<file path="src/rtl/apb_pkg.sv">
// ---------------------------------------------------------------------------
// apb_pkg
// Shared definitions for the two-requester APB arbiter slice.
//   DEF_ADDR_WIDTH / DEF_DATA_WIDTH / DEF_TIMEOUT : parameter defaults
//   NUM_REQ          : number of requesters (fixed at two)
//   apb_ctl_state_e  : APB transfer FSM states
//   is_word_aligned  : true when the byte address is 32-bit aligned
// ---------------------------------------------------------------------------
package apb_pkg;

   localparam int DEF_ADDR_WIDTH = 32;
   localparam int DEF_DATA_WIDTH = 32;
   localparam int DEF_TIMEOUT    = 16;
   localparam int NUM_REQ        = 2;

   typedef enum logic [1:0] {
      IDLE   = 2'd0,
      SETUP  = 2'd1,
      ACCESS = 2'd2
   } apb_ctl_state_e;

   function automatic logic is_word_aligned(input logic [1:0] addr_lsb);
      return (addr_lsb == 2'b00);
   endfunction

endpackage

</file>
<file path="src/rtl/apb_req_arbiter_if.sv">
// ---------------------------------------------------------------------------
// apb_req_arbiter_if
// Bundles the requester-side handshake and the APB completer-side bus of the
// arbiter.
//   Requester side : req_valid/req_ready/req_write/req_addr/req_wdata/req_strb,
//                    rsp_valid/rsp_rdata/rsp_err
//   APB side       : psel/penable/pwrite/paddr/pwdata/pstrb,
//                    prdata/pready/pslverr
// Modports:
//   slave  : the arbiter (accepts requests, drives the APB bus)
//   master : the environment (issues requests, acts as APB completer)
// ---------------------------------------------------------------------------
interface apb_req_arbiter_if
   import apb_pkg::*;
#(
   parameter int ADDR_WIDTH = DEF_ADDR_WIDTH,
   parameter int DATA_WIDTH = DEF_DATA_WIDTH
);

   localparam int STRB_WIDTH = DATA_WIDTH / 8;

   // requester side
   logic [NUM_REQ-1:0]                 req_valid;
   logic [NUM_REQ-1:0]                 req_ready;
   logic [NUM_REQ-1:0]                 req_write;
   logic [NUM_REQ-1:0][ADDR_WIDTH-1:0] req_addr;
   logic [NUM_REQ-1:0][DATA_WIDTH-1:0] req_wdata;
   logic [NUM_REQ-1:0][STRB_WIDTH-1:0] req_strb;
   logic [NUM_REQ-1:0]                 rsp_valid;
   logic [DATA_WIDTH-1:0]              rsp_rdata;
   logic                               rsp_err;

   // APB side
   logic                               psel;
   logic                               penable;
   logic                               pwrite;
   logic [ADDR_WIDTH-1:0]              paddr;
   logic [DATA_WIDTH-1:0]              pwdata;
   logic [STRB_WIDTH-1:0]              pstrb;
   logic [DATA_WIDTH-1:0]              prdata;
   logic                               pready;
   logic                               pslverr;

   modport slave (
      input  req_valid, req_write, req_addr, req_wdata, req_strb,
      input  prdata, pready, pslverr,
      output req_ready, rsp_valid, rsp_rdata, rsp_err,
      output psel, penable, pwrite, paddr, pwdata, pstrb
   );

   modport master (
      output req_valid, req_write, req_addr, req_wdata, req_strb,
      output prdata, pready, pslverr,
      input  req_ready, rsp_valid, rsp_rdata, rsp_err,
      input  psel, penable, pwrite, paddr, pwdata, pstrb
   );

endinterface

</file>
<file path="src/rtl/apb_rr_arbiter.sv">
// ---------------------------------------------------------------------------
// apb_rr_arbiter
// Two-way round-robin grant. A lone requester always wins; when both request,
// the one that was not granted last wins. The last-grant record only moves
// when the owner of the grant actually has its request accepted.
//   pclk, presetn : clock, asynchronous active-low reset
//   i_req         : per-requester request
//   i_accept      : the current grant was taken this cycle
//   o_gnt         : one-hot (or zero) grant, combinational
//   o_gnt_idx     : index of the granted requester
// ---------------------------------------------------------------------------
module apb_rr_arbiter
   import apb_pkg::*;
(
   input  logic               pclk,
   input  logic               presetn,
   input  logic [NUM_REQ-1:0] i_req,
   input  logic               i_accept,
   output logic [NUM_REQ-1:0] o_gnt,
   output logic               o_gnt_idx
);

   // Starts at 1 so requester 0 takes the first tie.
   logic r_last_grant;

   always_comb begin
      o_gnt = '0;
      case (i_req)
         2'b01:   o_gnt = 2'b01;
         2'b10:   o_gnt = 2'b10;
         2'b11:   o_gnt = r_last_grant ? 2'b01 : 2'b10;
         default: o_gnt = 2'b00;
      endcase
   end

   assign o_gnt_idx = o_gnt[1];

   always_ff @(posedge pclk or negedge presetn) begin
      if (!presetn) begin
         r_last_grant <= 1'b1;
      end else if (i_accept) begin
         r_last_grant <= o_gnt_idx;
      end
   end

endmodule

</file>
<file path="src/rtl/apb_req_arbiter.sv">
// ---------------------------------------------------------------------------
// apb_req_arbiter
// Arbitrates two requesters onto one APB completer, one transfer in flight.
//   pclk    : clock, all state on the rising edge
//   presetn : asynchronous active-low reset
//   bus     : apb_req_arbiter_if.slave
//             requester handshake (req_*), completion (rsp_*), APB master bus
// A misaligned request is answered with an error straight from IDLE without
// any APB cycle. A transfer left in ACCESS for TIMEOUT cycles without pready
// is closed with an error. All APB and response outputs are registered.
// ---------------------------------------------------------------------------
module apb_req_arbiter
   import apb_pkg::*;
#(
   parameter int ADDR_WIDTH = DEF_ADDR_WIDTH,
   parameter int DATA_WIDTH = DEF_DATA_WIDTH,
   parameter int TIMEOUT    = DEF_TIMEOUT
) (
   input  logic             pclk,
   input  logic             presetn,
   apb_req_arbiter_if.slave bus
);

   localparam int STRB_WIDTH = DATA_WIDTH / 8;
   // Counter holds 0..TIMEOUT-1: number of ACCESS cycles already spent waiting.
   localparam int CNT_WIDTH  = (TIMEOUT > 1) ? $clog2(TIMEOUT) : 1;
   localparam logic [CNT_WIDTH-1:0] CNT_LAST = CNT_WIDTH'(TIMEOUT - 1);

   apb_ctl_state_e          r_state;
   logic                    r_owner;
   logic [CNT_WIDTH-1:0]    r_cnt;
   logic                    r_psel;
   logic                    r_penable;
   logic                    r_pwrite;
   logic [ADDR_WIDTH-1:0]   r_paddr;
   logic [DATA_WIDTH-1:0]   r_pwdata;
   logic [STRB_WIDTH-1:0]   r_pstrb;
   logic [NUM_REQ-1:0]      r_rsp_valid;
   logic                    r_rsp_err;
   logic [DATA_WIDTH-1:0]   r_rsp_rdata;

   logic [NUM_REQ-1:0]      w_gnt;
   logic                    w_gnt_idx;
   logic                    w_idle;
   logic                    w_accept;
   logic                    w_sel_write;
   logic [ADDR_WIDTH-1:0]   w_sel_addr;
   logic [DATA_WIDTH-1:0]   w_sel_wdata;
   logic [STRB_WIDTH-1:0]   w_sel_strb;
   logic                    w_sel_aligned;

   assign w_idle   = (r_state == IDLE);
   // The grant only carries bits for valid requesters, so any grant in IDLE
   // is a completed handshake.
   assign w_accept = w_idle & (|w_gnt);

   apb_rr_arbiter u_rr_arbiter (
      .pclk      (pclk),
      .presetn   (presetn),
      .i_req     (bus.req_valid),
      .i_accept  (w_accept),
      .o_gnt     (w_gnt),
      .o_gnt_idx (w_gnt_idx)
   );

   generate
      for (genvar gi = 0; gi < NUM_REQ; gi++) begin : g_ready
         assign bus.req_ready[gi] = w_idle & w_gnt[gi];
      end
   endgenerate

   assign w_sel_write   = bus.req_write[w_gnt_idx];
   assign w_sel_addr    = bus.req_addr[w_gnt_idx];
   assign w_sel_wdata   = bus.req_wdata[w_gnt_idx];
   assign w_sel_strb    = bus.req_strb[w_gnt_idx];
   assign w_sel_aligned = is_word_aligned(w_sel_addr[1:0]);

   always_ff @(posedge pclk or negedge presetn) begin
      if (!presetn) begin
         r_state     <= IDLE;
         r_owner     <= 1'b0;
         r_cnt       <= '0;
         r_psel      <= 1'b0;
         r_penable   <= 1'b0;
         r_pwrite    <= 1'b0;
         r_paddr     <= '0;
         r_pwdata    <= '0;
         r_pstrb     <= '0;
         r_rsp_valid <= '0;
         r_rsp_err   <= 1'b0;
         r_rsp_rdata <= '0;
      end else begin
         // Completion is a single-cycle pulse; data/err are zero outside it.
         r_rsp_valid <= '0;
         r_rsp_err   <= 1'b0;
         r_rsp_rdata <= '0;

         case (r_state)
            IDLE: begin
               if (w_accept) begin
                  r_owner <= w_gnt_idx;
                  if (w_sel_aligned) begin
                     r_psel    <= 1'b1;
                     r_penable <= 1'b0;
                     r_pwrite  <= w_sel_write;
                     r_paddr   <= w_sel_addr;
                     // Reads never present write data or strobes on the bus.
                     r_pwdata  <= w_sel_write ? w_sel_wdata : '0;
                     r_pstrb   <= w_sel_write ? w_sel_strb  : '0;
                     r_state   <= SETUP;
                  end else begin
                     r_rsp_valid[w_gnt_idx] <= 1'b1;
                     r_rsp_err              <= 1'b1;
                  end
               end
            end

            SETUP: begin
               r_penable <= 1'b1;
               r_cnt     <= '0;
               r_state   <= ACCESS;
            end

            ACCESS: begin
               if (bus.pready) begin
                  r_psel               <= 1'b0;
                  r_penable            <= 1'b0;
                  r_state              <= IDLE;
                  r_rsp_valid[r_owner] <= 1'b1;
                  r_rsp_err            <= bus.pslverr;
                  r_rsp_rdata          <= (!r_pwrite && !bus.pslverr) ? bus.prdata : '0;
               end else if (r_cnt == CNT_LAST) begin
                  // TIMEOUT ACCESS cycles elapsed with no pready.
                  r_psel               <= 1'b0;
                  r_penable            <= 1'b0;
                  r_state              <= IDLE;
                  r_cnt                <= '0;
                  r_rsp_valid[r_owner] <= 1'b1;
                  r_rsp_err            <= 1'b1;
               end else begin
                  r_cnt <= r_cnt + 1'b1;
               end
            end

            default: begin
               r_psel    <= 1'b0;
               r_penable <= 1'b0;
               r_state   <= IDLE;
            end
         endcase
      end
   end

   assign bus.psel      = r_psel;
   assign bus.penable   = r_penable;
   assign bus.pwrite    = r_pwrite;
   assign bus.paddr     = r_paddr;
   assign bus.pwdata    = r_pwdata;
   assign bus.pstrb     = r_pstrb;
   assign bus.rsp_valid = r_rsp_valid;
   assign bus.rsp_err   = r_rsp_err;
   assign bus.rsp_rdata = r_rsp_rdata;

endmodule

</file>
<file path="src/flat_wrapper.sv">
// flat-port wrapper written by rule: the top's interface ports become plain ports
module apb_req_arbiter_flat import apb_pkg::*;
#(
   parameter int ADDR_WIDTH = DEF_ADDR_WIDTH,
   parameter int DATA_WIDTH = DEF_DATA_WIDTH,
   parameter int TIMEOUT    = DEF_TIMEOUT
)
  (pclk, presetn, bus_req_valid, bus_req_write, bus_req_addr, bus_req_wdata, bus_req_strb, bus_prdata, bus_pready, bus_pslverr, bus_req_ready, bus_rsp_valid, bus_rsp_rdata, bus_rsp_err, bus_psel, bus_penable, bus_pwrite, bus_paddr, bus_pwdata, bus_pstrb);
  apb_req_arbiter_if #(.ADDR_WIDTH(ADDR_WIDTH), .DATA_WIDTH(DATA_WIDTH)) bus_i ();
  input  logic pclk;
  input  logic presetn;
  input wire logic [$bits(bus_i.req_valid)-1:0] bus_req_valid;
  input wire logic [$bits(bus_i.req_write)-1:0] bus_req_write;
  input wire logic [$bits(bus_i.req_addr)-1:0] bus_req_addr;
  input wire logic [$bits(bus_i.req_wdata)-1:0] bus_req_wdata;
  input wire logic [$bits(bus_i.req_strb)-1:0] bus_req_strb;
  input wire logic [$bits(bus_i.prdata)-1:0] bus_prdata;
  input wire logic [$bits(bus_i.pready)-1:0] bus_pready;
  input wire logic [$bits(bus_i.pslverr)-1:0] bus_pslverr;
  output wire logic [$bits(bus_i.req_ready)-1:0] bus_req_ready;
  output wire logic [$bits(bus_i.rsp_valid)-1:0] bus_rsp_valid;
  output wire logic [$bits(bus_i.rsp_rdata)-1:0] bus_rsp_rdata;
  output wire logic [$bits(bus_i.rsp_err)-1:0] bus_rsp_err;
  output wire logic [$bits(bus_i.psel)-1:0] bus_psel;
  output wire logic [$bits(bus_i.penable)-1:0] bus_penable;
  output wire logic [$bits(bus_i.pwrite)-1:0] bus_pwrite;
  output wire logic [$bits(bus_i.paddr)-1:0] bus_paddr;
  output wire logic [$bits(bus_i.pwdata)-1:0] bus_pwdata;
  output wire logic [$bits(bus_i.pstrb)-1:0] bus_pstrb;
  assign bus_i.req_valid = bus_req_valid;
  assign bus_i.req_write = bus_req_write;
  assign bus_i.req_addr = bus_req_addr;
  assign bus_i.req_wdata = bus_req_wdata;
  assign bus_i.req_strb = bus_req_strb;
  assign bus_i.prdata = bus_prdata;
  assign bus_i.pready = bus_pready;
  assign bus_i.pslverr = bus_pslverr;
  assign bus_req_ready = bus_i.req_ready;
  assign bus_rsp_valid = bus_i.rsp_valid;
  assign bus_rsp_rdata = bus_i.rsp_rdata;
  assign bus_rsp_err = bus_i.rsp_err;
  assign bus_psel = bus_i.psel;
  assign bus_penable = bus_i.penable;
  assign bus_pwrite = bus_i.pwrite;
  assign bus_paddr = bus_i.paddr;
  assign bus_pwdata = bus_i.pwdata;
  assign bus_pstrb = bus_i.pstrb;
  apb_req_arbiter #(.ADDR_WIDTH(ADDR_WIDTH), .DATA_WIDTH(DATA_WIDTH), .TIMEOUT(TIMEOUT)) u_core (.pclk(pclk), .presetn(presetn), .bus(bus_i));
endmodule
</file>
<file path="config.mk">
export PLATFORM = sky130hd
export DESIGN_NAME = apb_req_arbiter_flat
export DESIGN_NICKNAME = d
export VERILOG_FILES = /design/src/rtl/apb_pkg.sv /design/src/rtl/apb_req_arbiter_if.sv /design/src/rtl/apb_rr_arbiter.sv /design/src/rtl/apb_req_arbiter.sv /design/src/flat_wrapper.sv
export SDC_FILE = /design/constraint.sdc
export NUM_CORES = 1
export LEC_CHECK = 0
export CORE_ASPECT_RATIO = 1.75
export CORE_UTILIZATION = 39
export CTS_CLUSTER_DIAMETER = 80
export CTS_CLUSTER_SIZE = 20
export DETAILED_ROUTE_END_ITERATION = 16
export MAX_ROUTING_LAYER = met4
export PLACE_DENSITY = 0.92
export SLEW_MARGIN = 20
export SYNTH_ARGS = -nofsm -noshare
export SYNTH_HDL_FRONTEND = slang
export SYNTH_SLANG_ARGS = --single-unit
</file>
<file path="constraint.sdc">
create_clock -name pclk -period 2.5 [get_ports pclk]
set_input_delay 0.375 -clock pclk [delete_from_list [all_inputs] [get_ports pclk]]
set_output_delay 0.375 -clock pclk [all_outputs]
set_load 0.005 [all_outputs]
</file>
==> results of run 1 <==
state kept, by name, indices dropped and copies added (netlist names):
register / cells
u_core.bus.psel: 1
u_core.bus.rsp_err: 1
u_core.u_rr_arbiter.r_last_grant: 1
u_core.bus.pwdata: 32
u_core.bus.rsp_valid: 2
u_core.bus.paddr: 32
u_core.bus.pwrite: 1
u_core.bus.rsp_rdata: 32
u_core.bus.penable: 1
u_core.r_cnt: 4
u_core.r_owner: 1
u_core.r_state: 1
u_core.bus.pstrb: 4
power by group:
group	switching [mW]	internal, mW
Clock	0.813	1.53
Sequential	0.368	2.45
Combinational	0.959	1.79
Total	2.14	5.77
worst max-delay path, stage by stage, from the launching register on:
cell	delay [ps]
sky130_fd_sc_hd__dfstp_2	590
sky130_fd_sc_hd__nand2b_1	140
sky130_fd_sc_hd__nand3_1	160
sky130_fd_sc_hd__inv_1	140
sky130_fd_sc_hd__clkdlybuf4s50_1	530
worst max-delay path by stage:
stage / from / to / depth (start not counted)
after floorplan: u_core.bus.penable$_DFFE_PN0P_ / u_core.bus.paddr[29]$_DFFE_PN0P_ / 5
after global placement: bus_req_valid[0] / u_core.bus.pwdata[16]$_DFFE_PN0P_ / 6
after detailed placement: bus_req_valid[0] / u_core.bus.pwdata[15]$_DFFE_PN0P_ / 6
after CTS: u_core.u_rr_arbiter.r_last_grant$_DFFE_PN1N_ / bus_req_ready[0] / 4
after global routing: u_core.r_state[0]$_DFFE_PN0P_ / bus_req_ready[0] / 4
final: u_core.u_rr_arbiter.r_last_grant$_DFFE_PN1N_ / bus_req_ready[0] / 4
cell families (layout without fill, tap and decap cells):
kind of cell / Yosys count / after routing / synth area share [%]
mux: 99 / 99 / 21.5
fa+ha+maj: 1 / 1 / 0.242
compound gates: 55 / 55 / 6.30
buf+inv: 38 / 335 / 4.13
flops: 113 / 113 / 54.6
simple gates: 134 / 134 / 13.2
cell type report:
class	count	area (µm²)	area share, %
clock buffers	21	470	5.35
clock inverters	10	110	1.25
inverters	7	26.3	0.299
multi-input cells	289	2150	24.5
flip-flops and latches	113	2830	32.2
well taps	171	214	2.43
repair buffers	297	2990	34.0
what timing repair did:
action / CTS / global route
setup buffers: 0 / 0
hold endpoints to repair: 34 / 0
hold buffers: 1 / 0
per-stage QoR:
stage,power (mW),cell area [µm²],std cells
2_1_floorplan,3.76,5180,440
3_3_place_gp,5.44,8200,876
3_5_place_dp,5.63,8200,876
4_1_cts,8.02,8790,908
5_1_grt,8.32,8790,908
6_report,7.91,8790,908
cells in the final DEF (no fill, tap or decap), drive strengths merged, types with 4 or more instances in the layout:
cell	count
dfrtp	112
o21ai	38
nand2	42
nor2	7
buf	14
clkbuf	21
a21oi	6
inv	7
nand2b	4
clkinvlp	4
mux2	99
clkdlybuf4s50	282
and2	32
nand3	42
clkinv	4
metal layers:
| metal | share of wire [%] | up-vias | global-route usage [%] |
|---|---|---|---|
| li1 | - | 2092 | - |
| met1 | 35 | 2179 | 22.8 |
| met2 | 55 | 206 | 45.1 |
| met3 | 6.2 | 35 | 4.70 |
| met4 | 2.9 | 0 | 10.1 |
| met5 | 0 | - | - |
==> results, run 1 <==
- STA puts the critical path data arrival time at between 1500 and 2000 ps.
- The startpoint type of the worst setup path is a flip-flop.
- After synthesis, the most frequently instantiated cells are sky130_fd_sc_hd__dfrtp_1 (112), sky130_fd_sc_hd__mux2_2 (57), sky130_fd_sc_hd__mux2_1 (42), sky130_fd_sc_hd__nand2_1 (42), sky130_fd_sc_hd__nand3_1 (41).
- The endpoint of the worst register-to-register path is u_core.bus.pwdata[15]$_DFFE_PN0P_.
- The most common cell in the synthesized netlist is sky130_fd_sc_hd__dfrtp_1.
- The post-synthesis net count is just over 600.
- By area the synthesized netlist is led by sky130_fd_sc_hd__dfrtp_1 (54%), sky130_fd_sc_hd__mux2_2 (12%), sky130_fd_sc_hd__mux2_1 (9.1%).
- Clock skew on the completed layout was measured at about 8.6 ps.
- The count of cells resized by post-cts repair is 0.
- The routed via count is 4512.
- The initial utilization of the core area, before any placement, comes to approximately two fifths.
- The flop-to-flop setup slack is 480 ps.
- The element type at the critical path end is a primary output.
- The top cell type by area accounts for 54.1% of the synthesized area.
- The count of port buffers added during placement is about 280.
- The total count of max-transition violations in the final report is 0.
- The length of the first detailed-routing pass in iterations is 4.
- STA puts the critical path data required time at ~2100 ps.
- The I/O pin count is about 280.
- The critical path class is flip-flop to primary output.
- The length in cells of the worst reg-to-reg path is 5.
- The clock period minus worst slack is 2330 ps.
- The tree built by TritonCTS fans out to ~110 sinks.
- TritonCTS built the clock tree.
- The worst hold-check slack is ~470 ps.
- Counting the fill cells in the layout gives between 900 and 1000.
- The final setup violation count is 0.
- The flow ran to the end, and the final reports show no timing, DRC or antenna violations.
- The leakage power is around 3.7 nW.
- After clock tree synthesis, the clock-pin slew on the worst setup and hold paths is ~50 ps.
- The first routing iteration left roughly 160 violations.
- The register bit count reported by yosys is approximately 110.
- In this run, CTS created clock tree buffers numbering 17.
- After synthesis, the share of flip-flops with an asynchronous set or reset is 100%.
- In this run the cell area of the synthesized design comes to about 5200 µm².
- The die is 154 µm tall.
- The post-route antenna net violation count is 0.
- The number of max-cap violations is 0.
- The clock latency reported for the late side of the worst-skew pair is roughly 400 ps.
- The area growth from synthesis to layout is 69.6%.
- After layout, the worst setup slack is approximately 170 ps.
- After detailed routing, the number of remaining DRC violations is 0.
- The most area-hungry cell type in the Yosys netlist is sky130_fd_sc_hd__dfrtp_1.
- The number of hold-slack violations in the final timing report is 0.
- Wires add up to 15900 µm.
- The largest net degree at the start of global routing is 57.
- The detail-routed net length per standard cell is ~17 µm.
- Setup repair after global routing left no endpoint under its margin.
- Row generation in the floorplan step produced 55 rows.
- The clock passes through at most 2 buffers.
- Detailed placement ended at an HPWL of 12300 µm.
- Timing would allow up to roughly 430 MHz.
- The post-synthesis area per instance is approximately 12 µm².
- The count of warnings emitted by yosys is 0.
- The wire length of the first global-routing pass is between 20000 and 25000 µm.
- In this run, synthesis inferred 0 flip-flops with an integrated enable.
- For this run, the post-layout net count is 902.
- The via count of the first global-routing pass is between 4000 and 5000.
- Once layout is complete, the utilization of the core stands at between 60% and 70%.
- The period utilization is 93.4%.
- The total track usage is between 20% and 30%.
- The total number of H-tree levels is 4.
- The core area is 12900 µm².
- The worst-case setup slack after placement is 110 ps.
- The final weighted congestion in routability-driven placement is ~0.86.
- The top flip-flop cell by instance count after synthesis is sky130_fd_sc_hd__dfrtp_1.
- CTS placed an instance of sky130_fd_sc_hd__clkbuf_16 at the clock tree root.
- The synthesized instance count is 440.
- The initial antenna violation count is 0.
- For this design the ratio of total power to cell area is ~900 nW/µm².
- The total overflow reported by the global router is 0.
- The path type of the worst min-delay path is input pin to asynchronous set/reset pin.
- The synthesized netlist contains 33 unique library cells.
- In the routed layout, each cell is associated on average with a via count of around 5.0.
- The fraction of final layout cells sized beyond drive strength 1 is about 15%.
- The die outline area is roughly 14000 µm².
- The startpoint identified for the worst register-to-register timing path is u_core.r_state[0]$_DFFE_PN0P_.
- The worst-margin pin slew is between 700 and 800 ps.
- Headroom to the max-slew limit came out at a little under half.
- The final setup TNS is 0 ps.
- The worst-path maximum fanout is 5.
- The antenna cell count is 0.
- The maximum vdd ir drop is between 500 and 600 µV.
- After synthesis, flip-flops and latches occupy 54.6% of the total area.
- The floorplan step set the die width to 89.1 µm.
Power figures use the tool's default switching activity.
==> inputs of run 2 (changes only) <==
--- a/config.mk
+++ b/config.mk
@@ -10,8 +10,7 @@
 export CTS_CLUSTER_DIAMETER = 80
 export CTS_CLUSTER_SIZE = 20
 export DETAILED_ROUTE_END_ITERATION = 16
-export MAX_ROUTING_LAYER = met4
-export PLACE_DENSITY = 0.92
+export PLACE_DENSITY_LB_ADDON = 0.3
 export SLEW_MARGIN = 20
 export SYNTH_ARGS = -nofsm -noshare
 export SYNTH_HDL_FRONTEND = slang
==> run 2 against run 1 <==
Against the previous run: largest cell class unchanged; combinational power shrank 1%; critical path type unchanged; clock skew increased by 2.0 ps; utilization up 0.11 points.
==> results, run 2 (synthesis gave the netlist of run 1 again) <==
- The fraction of final layout cells sized beyond drive strength 1 is 14.3% (-0.62 points).
- The initial detailed-routing violation count came to 181 (+17%).
- The startpoint type of the worst setup path is a flip-flop.
- The total length of routed wires was 15500 µm (-2.1%).
- The via count of the first global-routing pass came to 4769 (-3.3%).
- The worst hold-check slack is 483 ps (+16.1 ps).
- The period utilization was 94.2% (+0.82 points).
- The length of the first detailed-routing pass in iterations is 5 (+1).
- The maximum vdd ir drop was 517 µV (-2.7%).
- The CTS buffer count is 17 (unchanged).
- The run finished with clean final reports.
- The clock net sink count is 113 (unchanged).
- The detail-routed net length per standard cell was 17.2 µm (-1.8%).
- The number of fillers in the final layout is 1006 (+5.7%).
- The path type of the worst min-delay path is flip-flop to flip-flop.
- The leakage power was 3.73 nW (+0.18%).
- The number of setup buffers added after CTS is 0 (unchanged).
- The count of port buffers added during placement is 283 (unchanged).
- The element type at the critical path end is a primary output.
- The achievable clock frequency is 425 MHz (-0.87%).
- The total power consumption of the routed design is 8.03 mW (+1.4%).
- The die outline area is 13800 µm² (unchanged).
- Setup repair after global routing left no endpoint under its margin.
- The die width came to 89.1 µm (unchanged).
- The clock transition at the registers of the reported paths is 50 ps (about the same).
- The critical path required time was 2120 ps (about the same).
- The core area is 12900 µm² (unchanged).
- The post-detailed-route via-to-cell ratio came to 4.93 (-0.87%).
- The worst-margin pin slew was 517 ps (-272 ps).
- The number of max-cap violations is 0 (unchanged).
- The total count of max-transition violations in the final report is 0 (unchanged).
- The clock latency reported for the late side of the worst-skew pair is 400 ps (about the same).
- The final layout net count was 898 (-0.44%).
- The number of DRC violations after detailed routing came to 0 (unchanged).
- The I/O pin count is 284 (unchanged).
- The initial antenna violation count is 0 (unchanged).
- The number of hold-slack violations in the final timing report is 0 (unchanged).
- The wire length of the first global-routing pass is 23600 µm (-1.7%).
- The dominant delay contributor by cell family on the critical path is buffers and inverters.
- The root buffer cell chosen for the clock tree is sky130_fd_sc_hd__clkbuf_16.
- The worst-path maximum fanout is 12 (+7).
- The register cell area after layout was 2830 µm² (unchanged).
- From synthesis to final layout, the design area changed by 69.9%.
- The final setup violation count is 0 (unchanged).
- The headroom to the max-slew limit is 65.5% (+18 points).
- The largest net degree at the start of global routing came to 67 (+18%).
- The total half-perimeter wirelength after legalization and detailed placement came to 11600 µm (-5.0%).
- The routed via count is 4458 (-1.2%).
- The total overflow reported by the global router is 0 (unchanged).
- The maximum clock insertion buffer count is 2 (unchanged).
- The number of rows in the core area is 55 (unchanged).
- The CTS tree is done.
- Traced cell by cell, the critical path runs through nor2_8 -> nand3_1 -> inv_1 -> clkdlybuf4s50_1.
- The power per unit of standard cell area is 912 nW/µm² (+1.3%).
- The worst path arrival time was 1980 ps (+20 ps).
- The initial core utilization came to 40.0% (unchanged).
- The total number of H-tree levels came to 4 (unchanged).
- The total track usage is 22.9% (-1.1 points).
- The count of buffering cells on the critical path with inverters included came to 2 (unchanged).
- In the layout the commonest cells are sky130_fd_sc_hd__clkdlybuf4s50_1 (282), sky130_fd_sc_hd__dfrtp_1 (112), sky130_fd_sc_hd__mux2_2 (57), sky130_fd_sc_hd__nand2_1 (42), sky130_fd_sc_hd__mux2_1 (42).
- The critical path's largest stage delay is 550 ps (-40 ps).
- The post-route antenna net violation count is 0 (unchanged).
- The die height is 154 µm (unchanged).
- Leaving out fill and tap cells, the most frequent cell in the layout is sky130_fd_sc_hd__clkdlybuf4s50_1.
- The final weighted congestion in routability-driven placement is 0.837 (-2.9%).
- The largest clock skew in the final design is 10.6 ps (+2.03 ps).
- The critical path class is flip-flop to primary output.
- The clock period minus worst slack is 2360 ps (+20.4 ps).
- The antenna cell count is 0 (unchanged).
- The standard cell with the maximum stage delay on the critical path is sky130_fd_sc_hd__dfrtp_1.
- The multi-input combinational cell area came to 2150 µm² (unchanged).
- The final setup TNS is 0 ps (unchanged).
[run 2: worst reg2reg max path, delay by kind of cell, from the launching register on]
kind / cells / cell delay, ps
DFF: 1 / 550
muxes: 1 / 400
and+or+nand+nor: 2 / 360
AOI/OAI and AO/OA: 1 / 340
buffers and inverters: 1 / 270
[run 2: final cells by class]
type	instances	share of cell area, %
Clock buffer	21	5.12
Tap cell	171	2.43
Clock inverter	11	1.83
Multi-Input combinational cell	289	24.4
Timing Repair Buffer	293	33.8
Sequential cell	113	32.1
Inverter	7	0.299
[run 2: what timing repair did]
| item | CTS | global route |
|---|---|---|
| hold buffers | 1 | 0 |
| gates resized for setup | 0 | 0 |
| endpoints found under the hold margin | 35 | 0 |
[run 2: report_power, final]
| group | switching (mW) | leakage [nW] | internal (mW) | total, mW |
|---|---|---|---|---|
| logic | 0.928 | 1.97 | 1.78 | 2.71 |
| clock network | 0.804 | 0.301 | 1.69 | 2.49 |
| registers | 0.371 | 1.46 | 2.45 | 2.83 |
| total | 2.10 | 3.73 | 5.92 | 8.03 |
[run 2: metrics by stage]
step           std cells  instance area [µm²]  utilization (%)  setup WS, ps
2_1_floorplan        440                 5180                -           718
3_3_place_gp         872                 8180             63.2           213
3_5_place_dp         872                 8180             63.2           158
4_1_cts              905                 8800             68.0           145
5_1_grt              905                 8800             68.0          23.1
6_report             905                 8800             68.0           145
[run 2: per-layer routing]
metal	up-vias	global-route usage (%)	wire [µm]
met3	43	4.80	961
met4	0	12.1	699
met5	-	0	0
met1	2138	24.3	5620
li1	2088	-	-
met2	189	41.0	8260
[run 2: path summary, 6_finish.rpt]
check / start / end / slack [ps] / cells past startpoint
max reg2reg: u_core.bus.penable$_DFFE_PN0P_ / u_core.bus.pstrb[0]$_DFFE_PN0P_ / 480 / 5
max in group asynchronous: presetn / u_core.bus.pwdata[21]$_DFFE_PN0P_ / 1300 / 3
min in group asynchronous: presetn / u_core.bus.pwdata[12]$_DFFE_PN0P_ / 490 / 2
max: u_core.bus.penable$_DFFE_PN0P_ / bus_req_ready[0] / 140 / 4
min reg2reg: u_core.bus.pwdata[1]$_DFFE_PN0P_ / u_core.bus.pwdata[1]$_DFFE_PN0P_ / 480 / 1
min: u_core.bus.pwdata[1]$_DFFE_PN0P_ / u_core.bus.pwdata[1]$_DFFE_PN0P_ / 480 / 1
==> inputs of run 3 (changes only) <==
--- a/config.mk
+++ b/config.mk
@@ -10,6 +10,7 @@
 export CTS_CLUSTER_DIAMETER = 80
 export CTS_CLUSTER_SIZE = 20
 export DETAILED_ROUTE_END_ITERATION = 16
+export GPL_TIMING_DRIVEN = 0
 export PLACE_DENSITY_LB_ADDON = 0.3
 export SLEW_MARGIN = 20
 export SYNTH_ARGS = -nofsm -noshare
==> constraint.sdc (replaced) <==
create_clock -name pclk -period 2.7 [get_ports pclk]
set_input_delay 0.405 -clock pclk [delete_from_list [all_inputs] [get_ports pclk]]
set_output_delay 0.405 -clock pclk [all_outputs]
set_load 0.005 [all_outputs]
==> run 3 against run 2 <==
Against the previous run: worst setup slack improved by 230 ps; non-clock buffer count increased by 21; cell count increased by 2.3%; clock-buffer cell count decreased by 3; clock power decreased by 7%; highest routed layer unchanged; sequential share of layout area decreased by 0.23 points; largest cell class unchanged; die area unchanged; clock skew decreased by 1.4 ps; utilization increased by 0.48 points.
==> results, run 3 (synthesis gave the netlist of run 1 again) <==
- The run finished with clean final reports.
- The I/O pin count is 284 (unchanged).
- The number of hold-slack violations in the final timing report is 0 (unchanged).
- The via count of the first global-routing pass is 4841 (+1.5%).
- The total number of H-tree levels is 4 (unchanged).
- The count of port buffers added during placement is 281 (-0.71%).
- The clock period minus worst slack is about 2300 ps.
- The worst path arrival time is 2610 ps (+630 ps).
- The initial antenna violation count was 0 (unchanged).
- The maximum vdd ir drop came to 475 µV (-8.2%).
- The final layout net count was 919 (+2.3%).
- The number of placed cells counting well taps was 893 (+2.4%).
- The clock net sink count is 113 (unchanged).
- The critical path required time was 2980 ps (+860 ps).
- The post-detailed-route via-to-cell ratio was 4.91 (-0.32%).
- The path type of the worst min-delay path is input pin to asynchronous set/reset pin.
- The total half-perimeter wirelength after legalization and detailed placement is 12600 µm (+8.3%).
- STA classifies the critical path endpoint as a flip-flop.
- The final weighted congestion in routability-driven placement is 0.797 (-4.8%).
- For this run, the top clock speed supported by timing is between 400 and 500 MHz.
- The routed via count is 4547 (+2.0%).
- The detail-routed net length per standard cell is 17.4 µm (+1.3%).
- The worst-margin pin slew is 612 ps (+95.3 ps).
- The wire length of the first global-routing pass is 24400 µm (+3.2%).
- The leakage power came to 3.76 nW (+0.95%).
- Of the available clock period, the critical path in the final layout requires a little under nine tenths.
- The cell at the root of the clock tree is sky130_fd_sc_hd__clkbuf_16.
- The CTS buffer count is 17 (unchanged).
- The initial detailed-routing violation count is 151 (-17%).
- The total count of max-transition violations in the final report is 0 (unchanged).
- The length of the first detailed-routing pass in iterations came to 4 (-1).
- The flop-to-flop setup slack is 620 ps (+140 ps).
- The initial core utilization is 40.0% (unchanged).
- The final setup violation count is 0 (unchanged).
- The number of standard cells in the layout, taps in and fillers out is 926 (+2.3%).
- The length in cells of the worst reg-to-reg path is 5 (unchanged).
- The largest net degree at the start of global routing is 78 (+16%).
- The maximum clock insertion buffer count is 2 (unchanged).
- Setup repair after global routing left no endpoint under its margin.
- The clock latency reported for the late side of the worst-skew pair came to 400 ps (about the same).
- The core area is 12900 µm² (unchanged).
- The fraction of final layout cells sized beyond drive strength 1 is 15.4% (+1.1 points).
- Leaving out fill and tap cells, the most frequent cell in the layout is sky130_fd_sc_hd__clkdlybuf4s50_1.
- The antenna cell count was 0 (unchanged).
- The critical path class is input pin to flip-flop.
- The die width is 89.1 µm (unchanged).
- The largest clock skew in the final design was 9.26 ps (-1.38 ps).
- The worst-path maximum fanout came to 10 (-2).
- The total track usage is 24.0% (+1.1 points).
- The quantity of hold-fixing buffers added after cts came to 1 (unchanged).
- The post-route antenna net violation count is 0 (unchanged).
- The total power consumption of the routed design was 7.47 mW (-7.0%).
- The die outline area is 13800 µm² (unchanged).
- In the layout the commonest cells are sky130_fd_sc_hd__clkdlybuf4s50_1 (280), sky130_fd_sc_hd__dfrtp_1 (112), sky130_fd_sc_hd__mux2_2 (57), sky130_fd_sc_hd__nand2_1 (42), sky130_fd_sc_hd__mux2_1 (42).
- The number of rows in the core area was 55 (unchanged).
- The count of cells resized by post-cts repair came to 0 (unchanged).
- Relative to the synthesized area, the layout overhead comes to 71.1%.
- The startpoint identified for the worst register-to-register timing path is u_core.u_rr_arbiter.r_last_grant$_DFFE_PN1N_.
- The power per unit of standard cell area came to 843 nW/µm² (-7.6%).
- The endpoint of the worst register-to-register path is u_core.bus.paddr[15]$_DFFE_PN0P_.
- The total length of routed wires is 16100 µm (+3.7%).
- TritonCTS built the clock tree.
- The utilization of the core after routing is 68.5% (+0.48 points).
- The number of setup buffers added after CTS is 0 (unchanged).
- The worst hold-check slack is 464 ps (-19.4 ps).
- The total overflow reported by the global router is 0 (unchanged).
- The number of max-cap violations is 0 (unchanged).
- The number of DRC violations after detailed routing was 0 (unchanged).
- The headroom to the max-slew limit is 58.9% (-6.7 points).
- The die height came to 154 µm (unchanged).
- The startpoint type of the worst setup path is an input pin.
- The clock transition at the registers of the reported paths is 60 ps (about the same).
-- run 3: cell types whose count changed in the layout (fill, tap and decap cells not counted), moves of 2 or more --
cell / delta
sky130_fd_sc_hd__buf_12: -5
sky130_fd_sc_hd__buf_2: +9
sky130_fd_sc_hd__buf_4: -5
sky130_fd_sc_hd__buf_6: +9
sky130_fd_sc_hd__clkbuf_1: +10
sky130_fd_sc_hd__clkdlybuf4s50_1: -2
sky130_fd_sc_hd__clkinv_2: -4
sky130_fd_sc_hd__clkinv_4: +2
sky130_fd_sc_hd__clkinvlp_4: +2
sky130_fd_sc_hd__inv_6: +4
-- run 3: metrics by stage --
step                cell area, µm²  setup slack [ps]  setup TNS [ps]
detailed placement            8240             -68.6            -571
finish                        8860               372               0
CTS                           8860               348               0
floorplan                     5180               918               0
global route                  8860               227               0
global placement              8210             -3010         -338240
-- run 3: area by class of cell --
class                      count  area [µm²]
inverter                       7        26.3
multi-input combinational    289        2140
clock buffer                  18         439
clock inverter                14         179
buffer                        31         188
fill                        1021        4070
sequential                   113        2830
tap                          171         214
timing repair buffer         283        2850
-- run 3: worst max path at each step --
| stage | cells past startpoint | startpoint | endpoint | slack, ps |
|---|---|---|---|---|
| CTS | 6 | bus_req_valid[1] | u_core.bus.paddr[15]$_DFFE_PN0P_ | 350 |
| finish | 6 | bus_req_valid[1] | u_core.bus.paddr[15]$_DFFE_PN0P_ | 370 |
| floorplan | 5 | u_core.bus.penable$_DFFE_PN0P_ | u_core.bus.paddr[29]$_DFFE_PN0P_ | 920 |
| global route | 6 | bus_req_valid[1] | u_core.bus.paddr[15]$_DFFE_PN0P_ | 230 |
| detailed placement | 6 | bus_req_valid[1] | u_core.bus.paddr[20]$_DFFE_PN0P_ | -70 |
| global placement | 1 | presetn | u_core.bus.paddr[4]$_DFFE_PN0P_ | -3010 |
-- run 3: per-layer routing --
metal  share of wire [%]  vias to the layer above  global-route usage (%)
li1                    -                     2131                       -
met1                  35                     2158                    24.1
met2                  55                      205                    43.3
met3                 5.7                       53                    5.50
met4                 5.0                        0                    14.4
met5                   0                        -                       0
-- run 3: report_power, final --
group	switching, mW	internal [mW]	total, mW
Sequential	0.318	2.27	2.59
Combinational	0.909	1.66	2.57
Clock	0.819	1.49	2.31
Total	2.04	5.42	7.47
-- run 3: worst max-delay path, stage by stage --
cell and delay (ps):
sky130_fd_sc_hd__clkdlybuf4s50_1 570, sky130_fd_sc_hd__a21boi_2 330, sky130_fd_sc_hd__buf_2 310, sky130_fd_sc_hd__buf_2 280, sky130_fd_sc_hd__mux2_2 390, sky130_fd_sc_hd__mux2_1 310
